[config.mk]
export PLATFORM = sky130hd
export DESIGN_NAME = input_conditioner
export DESIGN_NICKNAME = d
export VERILOG_FILES = /design/src/rtl/input_conditioner.sv
export SDC_FILE = /design/constraint.sdc
export NUM_CORES = 1
export LEC_CHECK = 0
export ABC_AREA = 1
export CORE_MARGIN = 1.5
export CORE_UTILIZATION = 54
export CTS_CLUSTER_SIZE = 24
export DETAILED_ROUTE_END_ITERATION = 8
export PLACE_DENSITY_LB_ADDON = 0.05
export SETUP_SLACK_MARGIN = 0.15
export SLEW_MARGIN = 10
export SYNTH_ARGS = -nofsm -noshare
export SYNTH_HDL_FRONTEND = slang
export SYNTH_SLANG_ARGS = --single-unit
[constraint.sdc]
create_clock -name clk -period 1.8 [get_ports clk]
set_input_delay 0.36 -clock clk [delete_from_list [all_inputs] [get_ports clk]]
set_output_delay 0.36 -clock clk [all_outputs]
set_load 0.005 [all_outputs]
[src/rtl/input_conditioner.sv]
// ---------------------------------------------------------------------------
// input_conditioner
//
// Purpose:
//   Debounces a raw, bouncing pushbutton/switch input. A new level is
//   accepted only after DEBOUNCE_CNT consecutive clock edges on which the
//   sampled input disagrees with the current debounced level. Any agreeing
//   sample restarts the qualification. One-cycle rise/fall pulses are
//   generated on accepted changes, and accepted rising changes are counted.
//
// Configuration:
//   INPUT_COND_SYNC_EN - when defined, btn_in passes through a two-flop
//                        synchronizer before debouncing. When undefined,
//                        btn_in is assumed to be synchronous to clk already.
//
// Parameters:
//   DEBOUNCE_CNT - consecutive differing samples needed (1..2^CNT_W-1)
//   CNT_W        - debounce counter width
//   DEFAULT      - reset/idle level of the conditioned input
//
// Ports:
//   clk         in   single clock, rising edge
//   rst         in   synchronous active-high reset
//   btn_in      in   raw bouncing input
//   btn_level   out  debounced level (registered)
//   btn_rise    out  one-cycle pulse on accepted 0->1 change (registered)
//   btn_fall    out  one-cycle pulse on accepted 1->0 change (registered)
//   press_count out  8-bit wrapping count of accepted rising changes
// ---------------------------------------------------------------------------
module input_conditioner #(
  parameter int   DEBOUNCE_CNT = 4,
  parameter int   CNT_W        = 16,
  parameter logic DEFAULT      = 1'b0
) (
  input  logic       clk,
  input  logic       rst,
  input  logic       btn_in,
  output logic       btn_level,
  output logic       btn_rise,
  output logic       btn_fall,
  output logic [7:0] press_count
);

  // Counter value on which the next differing sample completes qualification.
  localparam logic [CNT_W-1:0] LAST_CNT = CNT_W'(DEBOUNCE_CNT - 1);

  logic             sampled;
  logic [CNT_W-1:0] cnt_q,   cnt_d;
  logic             level_q, level_d;
  logic             rise_q,  rise_d;
  logic             fall_q,  fall_d;
  logic [7:0]       count_q, count_d;

`ifdef INPUT_COND_SYNC_EN
  logic sync1_q;
  logic sync2_q;

  // Two-flop synchronizer for the asynchronous raw input.
  always_ff @(posedge clk) begin
    if (rst) begin
      sync1_q <= DEFAULT;
      sync2_q <= DEFAULT;
    end else begin
      sync1_q <= btn_in;
      sync2_q <= sync1_q;
    end
  end

  assign sampled = sync2_q;
`else
  assign sampled = btn_in;
`endif

  // Debounce qualification, edge pulse and press counter next-state logic.
  always_comb begin
    cnt_d   = cnt_q;
    level_d = level_q;
    count_d = count_q;

    if (sampled == level_q) begin
      // Agreeing sample: any partial qualification is discarded.
      cnt_d = '0;
    end else if (cnt_q == LAST_CNT) begin
      // Final differing sample of the run: accept the new level.
      level_d = sampled;
      cnt_d   = '0;
    end else begin
      cnt_d = cnt_q + CNT_W'(1);
    end

    // Pulses are derived from the level transition taken on this edge, so
    // they appear in the same cycle the new level becomes visible.
    rise_d = level_d & ~level_q;
    fall_d = ~level_d & level_q;

    if (rise_d) begin
      count_d = count_q + 8'd1;
    end else begin
      count_d = count_q;
    end
  end

  // State registers; reset overrides any qualification completing this edge.
  always_ff @(posedge clk) begin
    if (rst) begin
      cnt_q   <= '0;
      level_q <= DEFAULT;
      rise_q  <= 1'b0;
      fall_q  <= 1'b0;
      count_q <= 8'd0;
    end else begin
      cnt_q   <= cnt_d;
      level_q <= level_d;
      rise_q  <= rise_d;
      fall_q  <= fall_d;
      count_q <= count_d;
    end
  end

  assign btn_level   = level_q;
  assign btn_rise    = rise_q;
  assign btn_fall    = fall_q;
  assign press_count = count_q;

endmodule
==> results.yml <==
worst_setup_path:
  crit_fanout: 6
  slowest_delay_ns: 0.52
  critPathSlowestCell: "clkdlybuf4s50_1"
  required_ns: 1.44
  cp_num_buf_inv: 1
  critPathCaptureType: "output pin"
  cp_cell_sequence: "clkdlybuf4s50_1"
  cp-start-kind: "flop"
  crit_family: "buffers and inverters"
  crit_type: "flop to output pin"
  arrival_ns: 1.23
routing:
  wl_per_cell_um: 11.0
  routed-wl-met2_um: 1100
  dr.pass1.iters: 4
  route.detailed.vias_per_inst: 5.14
  drtAntennaViolNets: 0
  totalWireLength_um: 2450
  drc: 0
  drt-initial-drc-count: 30
  via_count: 1146
  maxUsedRoutingLayer: "met4"
  wl_met1_um: 1240
  met3_length_um: 90
global_route:
  grt_pass1_vias: 937
  grt_pass1_wl_um: 4020
  grt_use_total: 0.200
  grt_overflow_total: 0
  grt_max_degree: 16
  antenna_found_initial: 0
timing:
  final.setup.tns_ns: 0
  setup_violations: 0
  final-hold-violation-count: 0
  rsz0062_at_grt: "no"
  slew_headroom: 0.791
  min_period_ns: 1.59
  worstMarginPinSlew_ns: 0.311
  drv_slew: 0
  finalClockSkew_ns: 0.00865
  holdWs_ns: 0.461
  fmax_mhz: 628
  post-route-period-util: 0.885
min_path:
  hp-class: "flop to flop"
logic_synthesis:
  netlist_area_sq_um: 1300
  syn_nets: 182
  synth_area_leader_cell: "dfxtp_1"
  ys_top_cells_by_area: "dfxtp_1 (41%), nand2_1 (13%), nor2_1 (8.1%)"
  synth_area_per_cell_sq_um: 7.37
  synth_seq_cells: 27
  synth_warnings: 0
  yosysSeqAreaShare: 0.415
  yosysUniqueCellTypes: 25
  synthCells: 177
  netlist.area_leader.share: 0.415
power_and_ir_drop:
  power.leakage_uw: 0.000540
  p_per_area_nw_per_um2: 583
  ir_drop_uv: 486
clock_tree:
  cts_tree: "yes"
  path_clk_slew_ns: 0.15
  clock_latency_ns: 0.32
  cts_max_level: 1
  clock-sinks: 27
  clockBufferDepth: 2
  cts_root_buffer: "clkbuf_4"
  numCtsBuffers: 3
floorplanning:
  rows: 17
  die_x_um: 52.1
  die_y_um: 52.1
  core-area_sq_um: 2250
  dieArea_sq_um: 2720
  io_pins: 14
  start_util: 0.578
run:
  drv_cap: 0
final_layout:
  mostFrequentLayoutCell: "nand2_1"
  nets: 201
  drive_gt1_frac: 0.169
  syn_to_final_growth_pct: 18.1
  final_cell_mix: "nand2_1 (44), nor2_1 (28), inv_1 (17), dfxtp_1 (17)"
  fin_util: 0.683
  antenna_cells: 0
outcome:
  status: "complete, no violations"
placement:
  port_buffers: 13
  place_congestion: 0.796
  dp_hpwl_um: 1850
[Yosys cell counts]
master,n
nor3_1,3
inv_1,17
o21ai_1,1
a21oi_1,13
nand3_1,9
nor4_1,1
xor2_1,4
nand3_2,1
nor3_2,2
dfxtp_1,27
nand2_2,3
ha_1,2
clkbuf_1,1
a31oi_1,2
or2_0,1
nand4_4,1
o21ai_0,1
buf_6,1
nor2_1,28
clkinv_4,1
nand4_1,2
nand2_1,44
xnor2_1,5
nor2_2,4
nor2_4,3
[power breakdown]
group / total [uW] / internal (uW) / switching [uW]
Sequential: 600 / 596 / 3.25
Combinational: 33.6 / 13.9 / 19.7
Clock: 265 / 83.2 / 182
[registers in the layout, indices dropped and copies added, names as in the netlist]
signal,count
cnt_q,16
press_count,8
btn_fall,1
btn_level,1
btn_rise,1
[worst paths after layout]
kind,start,endpoint,slack [ns],cells after the start
worst max-delay path,btn_level,btn_level,0.21,1
worst min register to register,cnt_q[0],cnt_q[0],0.46,1
worst max register to register,cnt_q[1],press_count[2],0.26,9
worst min-delay path,cnt_q[0],cnt_q[0],0.46,1
[cells by family (layout without fill, tap and decap cells)]
group           count (synthesis)  in the layout  synth area share
buf+inv                        20             38            0.0672
compound gates                 17             17            0.0672
simple gates                  102            102             0.371
fa+ha+maj                       2              2            0.0192
flops                          27             27             0.415
xor+xnor                        9              9            0.0605
[through the flow]
step           total power (uW)  setup slack, ns  cell area, sq um  cells
6_report                    898            0.207              1540    223
3_3_place_gp                648            0.154              1470    218
4_1_cts                     912            0.152              1500    222
5_1_grt                     937            0.154              1540    223
3_5_place_dp                649            0.129              1470    218
2_1_floorplan               636            0.483              1300    177
[layout make-up]
cell class                      instances  area (sq um)
Timing Repair Buffer                   16           156
Sequential cell                        27           561
Multi-Input combinational cell        130           688
Clock buffer                            3          22.5
Clock inverter                          1          5.00
Tap cell                               28          35.0
Fill cell                             211           714
Inverter                               18          72.6
[per-layer routing]
layer,vias to the layer above,GRT usage
met3,2,0.0345
met4,0,0.0769
met5,-,0
met1,525,0.278
li1,599,-
met2,20,0.308
[repair_timing]
item,CTS,global route
pin swaps,0,2
setup buffers,0,1
cloned,0,0
gates resized for setup,5,11
endpoints found under the setup margin,5,16
hold buffers,0,0
Power figures use the tool's default switching activity.
